[config.mk]
export PLATFORM = sky130hd
export DESIGN_NAME = ptr_chain_flat
export DESIGN_NICKNAME = d
export VERILOG_FILES = /design/src/rtl/ptr_pkg.sv /design/src/rtl/ptr_chain_if.sv /design/src/rtl/ptr_next_ram.sv /design/src/rtl/ptr_chain.sv /design/src/flat_wrapper.sv
export SDC_FILE = /design/constraint.sdc
export NUM_CORES = 1
export LEC_CHECK = 0
export BUFFER_PORTS_ARGS = -buffer_cell sky130_fd_sc_hd__buf_2
export CORE_MARGIN = 4
export CORE_UTILIZATION = 54
export DETAILED_ROUTE_END_ITERATION = 6
export HOLD_SLACK_MARGIN = 0.02
export PLACE_DENSITY = 0.86
export SYNTH_ARGS = -nofsm -noshare
export SYNTH_HDL_FRONTEND = slang
export SYNTH_SLANG_ARGS = --single-unit
[constraint.sdc]
create_clock -name clk -period 2.5 [get_ports clk]
set_clock_uncertainty 0.2 [all_clocks]
set_input_delay 0.25 -clock clk [delete_from_list [all_inputs] [get_ports clk]]
set_output_delay 0.25 -clock clk [all_outputs]
set_load 0.01 [all_outputs]
[src/rtl/ptr_pkg.sv]
// Shared pointer types for the linked-list queue, the request generator and the bench.
package ptr_pkg;
    localparam int PTR_W = 4;
    localparam int N_PTR = 2 ** PTR_W;

    typedef logic [PTR_W-1:0] Pointer;
    typedef logic [PTR_W:0]   count_t;
endpackage

[src/rtl/ptr_chain_if.sv]
// Push/pop port bundle of ptr_chain; slave is the queue, master is the producer/consumer side.
interface ptr_chain_if;
    import ptr_pkg::*;

    // Push side has no ready: a valid pointer is always taken.
    // Pop side: the head leaves on any cycle where out_ptr_vld && out_ptr_rdy.
    Pointer in_ptr;
    logic   in_ptr_vld;
    Pointer out_ptr;
    logic   out_ptr_vld;
    logic   out_ptr_rdy;
    count_t count;
    logic   empty;
    logic   dup_err;

    modport slave (
        input  in_ptr, in_ptr_vld, out_ptr_rdy,
        output out_ptr, out_ptr_vld, count, empty, dup_err
    );

    modport master (
        output in_ptr, in_ptr_vld, out_ptr_rdy,
        input  out_ptr, out_ptr_vld, count, empty, dup_err
    );
endinterface

[src/rtl/ptr_next_ram.sv]
// Next-pointer array: one synchronous write port, one asynchronous read port, no reset.
module ptr_next_ram
    import ptr_pkg::*;
(
    input  logic   clk,
    input  logic   we,
    input  Pointer waddr,
    input  Pointer wdata,
    input  Pointer raddr,
    output Pointer rdata
);
    Pointer mem [N_PTR];

    always_ff @(posedge clk) begin
        if (we) mem[waddr] <= wdata;
    end

    assign rdata = mem[raddr];
endmodule

[src/rtl/ptr_chain.sv]
// Linked-list pointer queue: append at tail, drain from head in arrival order.
// Optional duplicate-push rejection with PTR_CHAIN_DUP_CHECK_EN.
module ptr_chain
    import ptr_pkg::*;
(
    input  logic        clk,
    input  logic        rst,
    ptr_chain_if.slave  bus
);
    localparam count_t CNT_ONE  = count_t'(1);
    localparam count_t CNT_ZERO = count_t'(0);

    Pointer head;
    Pointer tail;
    count_t count;
    Pointer next_head;
    logic   pop;
    logic   push;
    logic   single;

    assign pop    = (count != CNT_ZERO) && bus.out_ptr_rdy;
    assign single = (count == CNT_ONE);

`ifdef PTR_CHAIN_DUP_CHECK_EN
    logic [N_PTR-1:0] in_list;
    logic [N_PTR-1:0] in_list_d;
    logic             dup;
    logic             dup_err_q;

    // Re-pushing the pointer that is leaving this cycle is legal.
    assign dup  = bus.in_ptr_vld && in_list[bus.in_ptr] && !(pop && head == bus.in_ptr);
    assign push = bus.in_ptr_vld && !dup;

    always_comb begin
        in_list_d = in_list;
        if (pop)  in_list_d[head]       = 1'b0;
        if (push) in_list_d[bus.in_ptr] = 1'b1;
    end

    always_ff @(posedge clk or negedge rst) begin
        if (!rst) begin
            in_list   <= '0;
            dup_err_q <= 1'b0;
        end else begin
            in_list   <= in_list_d;
            dup_err_q <= dup;
        end
    end

    assign bus.dup_err = dup_err_q;
`else
    assign push        = bus.in_ptr_vld;
    assign bus.dup_err = 1'b0;
`endif

    // A push onto a list that is (or is becoming) empty needs no link write.
    ptr_next_ram u_next (
        .clk   (clk),
        .we    (push && (count != CNT_ZERO) && !(pop && single)),
        .waddr (tail),
        .wdata (bus.in_ptr),
        .raddr (head),
        .rdata (next_head)
    );

    always_ff @(posedge clk or negedge rst) begin
        if (!rst) begin
            head  <= '0;
            tail  <= '0;
            count <= '0;
        end else begin
            if (push && ((count == CNT_ZERO) || (pop && single))) head <= bus.in_ptr;
            else if (pop)                                          head <= next_head;

            if (push) tail <= bus.in_ptr;

            if (push && !pop)      count <= count + CNT_ONE;
            else if (pop && !push) count <= count - CNT_ONE;
        end
    end

    assign bus.out_ptr     = head;
    assign bus.out_ptr_vld = (count != CNT_ZERO);
    assign bus.count       = count;
    assign bus.empty       = (count == CNT_ZERO);
endmodule

[src/flat_wrapper.sv]
// flat-port wrapper written by rule: the top's interface ports become plain ports
module ptr_chain_flat import ptr_pkg::*;
  (clk, rst, bus_in_ptr, bus_in_ptr_vld, bus_out_ptr_rdy, bus_out_ptr, bus_out_ptr_vld, bus_count, bus_empty, bus_dup_err);
  ptr_chain_if bus_i ();
  input  logic clk;
  input  logic rst;
  input wire logic [$bits(bus_i.in_ptr)-1:0] bus_in_ptr;
  input wire logic [$bits(bus_i.in_ptr_vld)-1:0] bus_in_ptr_vld;
  input wire logic [$bits(bus_i.out_ptr_rdy)-1:0] bus_out_ptr_rdy;
  output wire logic [$bits(bus_i.out_ptr)-1:0] bus_out_ptr;
  output wire logic [$bits(bus_i.out_ptr_vld)-1:0] bus_out_ptr_vld;
  output wire logic [$bits(bus_i.count)-1:0] bus_count;
  output wire logic [$bits(bus_i.empty)-1:0] bus_empty;
  output wire logic [$bits(bus_i.dup_err)-1:0] bus_dup_err;
  assign bus_i.in_ptr = bus_in_ptr;
  assign bus_i.in_ptr_vld = bus_in_ptr_vld;
  assign bus_i.out_ptr_rdy = bus_out_ptr_rdy;
  assign bus_out_ptr = bus_i.out_ptr;
  assign bus_out_ptr_vld = bus_i.out_ptr_vld;
  assign bus_count = bus_i.count;
  assign bus_empty = bus_i.empty;
  assign bus_dup_err = bus_i.dup_err;
  ptr_chain u_core (.clk(clk), .rst(rst), .bus(bus_i));
endmodule
Yosys cells after proc, flatten, opt, wreduce, memory -nomap -nowiden. Memory sizes are Yosys's and may differ from the RTL's. Cells that the tools add are included.

Register bits: 13. Bits in writable memories: 64. Output and inout bits: 12. Word-level logic and storage cells: 28. Memories kept: 1.

Add/sub/neg operators: 2. Eq/ne operators: 1. Multiplexer cells: 6. Reductions and logical operators: 15.

Memories: u_core.u_next.mem (depth 16, bits a word 4, rd ports 1, clocked after memory_dff 0, wr ports 1, line ptr_next_ram.sv:12) `Pointer mem [N_PTR];`.

Operators by type and width (count): 5-bit 2-to-1 mux (2); 4-bit 2-to-1 mux (2); 1-bit logical AND (7); 5-bit by 1-bit adder with 5-bit output, second input constant (1); 5-bit by 1-bit equality test with 1-bit output, second input constant (1); 5-bit logical NOT (1); 5-bit nonzero test (1); 5-bit by 1-bit subtractor with 5-bit output, second input constant (1); 2-bit nonzero test (2); 1-bit logical NOT (3); 1-bit 2-to-1 mux (2); 1-bit logical OR (1).

Logic depth before layout (Yosys ltp).
Depth after elaboration: 7. Depth in mapped cells: 10. Gate-level depth less buffers: 10.

Hierarchy. Synthesis repeated with hierarchy kept, for this count alone.

Cell total of the unflattened synthesis: 195. Area, all modules: 3306.9 µm².

Modules (own cells, without submodules): ptr_next_ram (instances 1, cells an instance 126, area each 2586.2 µm²); ptr_chain (instances 1, cells an instance 69, area each 720.7 µm²).

Least setup slack after synthesis. OpenSTA, ideal clock, no wires.

Path kind: register to register. From: register u_core.count[0], in the netlist u_core.bus.count[0]. To: register u_core.count[4], in the netlist u_core.bus.count[4]. Library setup time: 0.079 ns. Data arrival time: 2.441 ns. Data required time: 2.221 ns. Path slack: -0.220 ns. Cell stages (with the launch flop): 11. Buffers on the path: 0. Period minus slack after synthesis: 2.720 ns. Cells stage by stage: dfrtp_1 inv_1 ha_1 or4b_4 inv_2 nor2_2 inv_1 ha_1 or4b_2 a21oi_1 xor2_1.

Cells in the longest elaborated chain, start to end: 5. Elaborated cells between the ends (all ways): 10. Classes of those cells: add/sub (2); mux (2); reduce/logical (6).

Ends and longest elaborated chain: start, declared (line ptr_chain.sv:15) `count_t count;`; start signal, assigned (line ptr_chain.sv:77) `if (push && !pop) count <= count + CNT_ONE;`; start signal, assigned (line ptr_chain.sv:78) `else if (pop && !push) count <= count - CNT_ONE;`; 5-bit nonzero test (*); via bus_out_ptr_vld (line flat_wrapper.sv:11) `output wire logic [$bits(bus_i.out_ptr_vld)-1:0] bus_out_ptr_vld;`; 1-bit logical AND (*) (line ptr_chain.sv:21) `assign pop = (count != CNT_ZERO) && bus.out_ptr_rdy;`; 1-bit logical NOT (line ptr_chain.sv:77); 1-bit logical AND (line ptr_chain.sv:77); 5-bit 2-to-1 mux / 2-bit nonzero test (equally long branches).

The timed path passes the listed nets; every way through them passes the cells marked *. The select of a mux whose other input is x is not followed. A chain may end at the register's enable or synchronous reset.

Worst setup path after layout.
From: register u_core.count[1], in the netlist u_core.bus.count[1]. To: register u_core.count[4], in the netlist u_core.bus.count[4].

Cells in the longest elaborated chain, start to end: 5. Elaborated cells between the ends (all ways): 10. Classes of those cells: add/sub (2); mux (2); reduce/logical (6).

Ends and longest elaborated chain: branches (longest 5 deep; another with 5-bit by 1-bit subtractor with 5-bit output).

Several ways; the timed one is not identified. The select of a mux whose other input is x is not followed.

==> impl_metrics.csv <==
group,metric,value,unit
setup_path,timing.critical_path.fanout_max,6,
sta,whs,0.101,ns
die,die_h,86.1,um
flow_run,cap_viol_max_count,0,
drt,drc_violations,0,
sta,slew_violations,0,
die,floorplan.initialDensity,0.556,
setup_path,path_buf_inv,3,
setup_path,required_time_reported_for_the_critical_path_endpoint,2.58,ns
setup_path,worst-setup-path-type,"flip-flop to flip-flop",
pwr,finalPower,4.02,mW
yosys,mappedNetlistNets,210,
pwr,ratio_of_total_power_to_cell_area,1040,nW/um^2
yosys,synthesis.yosys.warnings,0,
outcome,outcome,"finished, final reports clean",
grt,grt_first_pass_wirelength,10500,um
yosys,ys_types,46,
grt,grt_antenna_before_repair,0,
pwr,p_leak,1.39,nW
clock_network,clk_path_buf_depth,2,
yosys,synth-edff-count,64,
setup_path,worst_path_most_repeated_cell,"or4b_4",
clock_network,cts.clk_slew.worst_paths,0.08,ns
cells_and_area,final_cell_count_no_fill,314,
cells_and_area,finalNetCount,247,
yosys,synth.yosys.seq_area_share,0.682,
drt,via_count,1886,
drt,routed_wire_length_per_instance,20.7,um
cells_and_area,areaGrowthSynthToFinish,16.9,%
sta,period_needed,2.39,ns
setup_path,timing.critical_path.arrival,2.47,ns
yosys,mappedNetlistArea,3290,um^2
setup_path,cpMaxStageDelayCell,"or4b_4",
die,die_span_in_x,86.1,um
yosys,postSynthCellCount,197,
sta,final-setup-viol-count,0,
cells_and_area,insertedDiodeCount,0,
yosys,asyncSetResetFlopFracSynth,0.169,
sta,rsz0062_at_grt,"true",
yosys,avgSynthCellArea,16.7,um^2
clock_network,htree_levels,3,
die,dieArea,7410,um^2
drt,firstDrtPassIters,4,
cells_and_area,fill_count,389,
sta,min_period_over_period,0.956,
setup_path,worst_path_dominant_cell_family,"simple AND/OR/NAND/NOR gates",
die,core_area,5920,um^2
yosys,postSynth.topFlopCell,"edfxtp_1",
die,placementRows,28,
setup_path,critical_path.startpoint_type,"flip-flop",
placed_design,place_area,3550,um^2
worst_hold_path,min_path_type,"input pin to flip-flop",
setup_path,endpoint_kind,"flip-flop",
placed_design,finalWeightedCongestion,0.805,
placed_design,dpl.hpwl,4360,um
sta,finalHoldViolCount,0,
grt,globalRoute.totalOverflow,0,
sta,max_clock_freq,418,MHz
yosys,yosys_register_bits,77,
die,top_level_i_o_count,20,
clock_network,numClockSinks,77,
setup_path,max_stage_delay,0.48,ns
setup_path,path_cells,"inv_1, ha_1, or4b_4, inv_4, nor2_4, inv_2, ha_4, or4b_4, a21oi_2, xor2_1",
cells_and_area,final_cell_mix,"edfxtp_1, buf_2, nor2_1",
placed_design,port_buffers,18,
clock_network,clock_insertion_delay_worst_skew,0.35,ns
drt,antenna_violating_nets_post_route,0,
drt,dr_iter_0_viols,134,
placed_design,place.detailed.instances,293,
drt,avgViaCountPerCell,6.01,
clock_network,root_buffer,"clkbuf_8",
cells_and_area,most_frequent_standard_cell_in_the_layout_excluding_fill_and_tap_cells,"edfxtp_1",
clock_network,cts_buffer_count,9,
cells_and_area,area_of_all_placed_cells_without_fillers,3850,um^2
grt,grt_pass1_vias,1967,
clock_network,cts_tree,"built",
grt,grt_start_max_net_pins,19,
grt,globalRouteTotalUtil,0.194,
drt,postRouteWirelength,6500,um
pwr,vdd_drop_max,0.633,mV
cells_and_area,fraction_of_final_layout_cells_sized_beyond_drive_strength_1,0.318,
[logic make-up after synthesis]
group                      after synthesis  share of synthesized area
adders and majority gates                5                     0.0190
other                                    1                    0.00114
xor gates and xnor gates                 5                     0.0133
buffers and inverters                   14                     0.0209
AOI/OAI and AO/OA                       20                     0.0410
muxes                                   25                      0.138
DFF                                     77                      0.682
and+or+nand+nor                         50                     0.0847
[Yosys cell counts (all sizes together), types with 3 or more instances]
| library cell | count | area, um^2 |
|---|---|---|
| inv | 7 | 26.3 |
| xor2 | 4 | 35.0 |
| buf | 6 | 38.8 |
| mux2i | 6 | 60.1 |
| edfxtp | 64 | 1920 |
| mux2 | 5 | 56.3 |
| dfrtp | 13 | 325 |
| nor3 | 5 | 36.3 |
| mux4 | 14 | 338 |
| nor2 | 17 | 66.3 |
| nand3 | 4 | 20.0 |
| a21oi | 7 | 38.8 |
| nand4 | 4 | 25.0 |
| ha | 5 | 62.6 |
| nand3b | 3 | 22.5 |
| nand2 | 6 | 22.5 |
[final timing paths]
path                                            startpoint                         endpoint  slack [ns]  cells past startpoint
min in group asynchronous                              rst       u_core.tail[0]$_DFFE_PN0P_        0.12                      2
max in group asynchronous                              rst  u_core.bus.count[1]$_DFFE_PN0P_        1.72                      2
hold / removal                              bus_in_ptr_vld       u_core.tail[0]$_DFFE_PN0P_        0.10                      2
setup / recovery           u_core.bus.count[1]$_DFFE_PN0P_  u_core.bus.count[4]$_DFFE_PN0P_        0.11                     10
setup reg to reg           u_core.bus.count[1]$_DFFE_PN0P_  u_core.bus.count[4]$_DFFE_PN0P_        0.11                     10
hold reg to reg            u_core.bus.count[4]$_DFFE_PN0P_  u_core.bus.count[4]$_DFFE_PN0P_        0.34                      1
[where the power goes]
part	total [mW]	switching [mW]	internal, mW
Sequential	1.62	0.117	1.51
Clock	1.11	0.449	0.663
Combinational	1.29	0.664	0.621
[stage by stage]
step,setup TNS [ns],utilization,setup slack (ns)
2_1_floorplan,0,-,0.0483
3_3_place_gp,0,0.600,0.150
3_5_place_dp,0,0.600,0.0646
4_1_cts,0,0.642,0.0289
5_1_grt,-0.0378,0.650,-0.0378
6_report,0,0.650,0.109
[worst register-to-register path, stage by stage (launching register included)]
cell and delay [ns]:
dfrtp_2 0.40, inv_1 0.08, ha_1 0.20, or4b_4 0.24
inv_4 0.05, nor2_4 0.13, inv_2 0.07, ha_4 0.18
or4b_4 0.48, a21oi_2 0.14, xor2_1 0.15
[final cells by class]
cell class | instances | area (um^2) | area share
well taps | 75 | 93.8 | 0.0244
multi-input cells | 106 | 1020 | 0.265
repair buffers | 33 | 218 | 0.0565
clock inverters | 6 | 111 | 0.0289
inverters | 7 | 28.8 | 0.00747
clock buffers | 10 | 128 | 0.0331
flip-flops and latches | 77 | 2250 | 0.584
[sequential cells by signal, summed over array words and instances, names as in the netlist]
signal and count:
u_core.u_next.mem 64, u_core.bus.out_ptr 4, u_core.bus.count 5, u_core.tail 4
[timing repair]
action | 4_1_cts | 5_1_grt
endpoints found under the hold margin | 13 | 0
resized for setup | 0 | 4
buffers inserted | 0 | 4
hold buffers | 1 | 0
setup endpoints to repair | 0 | 18
[per-layer routing]
layer	global-route usage	vias to the layer above	wire [um]	part of all wire
met1	0.251	941	2530	0.39
met2	0.317	85	3240	0.50
met4	0.0604	0	89	0.014
met3	0.0586	10	638	0.098
li1	-	850	-	-
met5	0	-	0	0
Power figures use the tool's default switching activity.
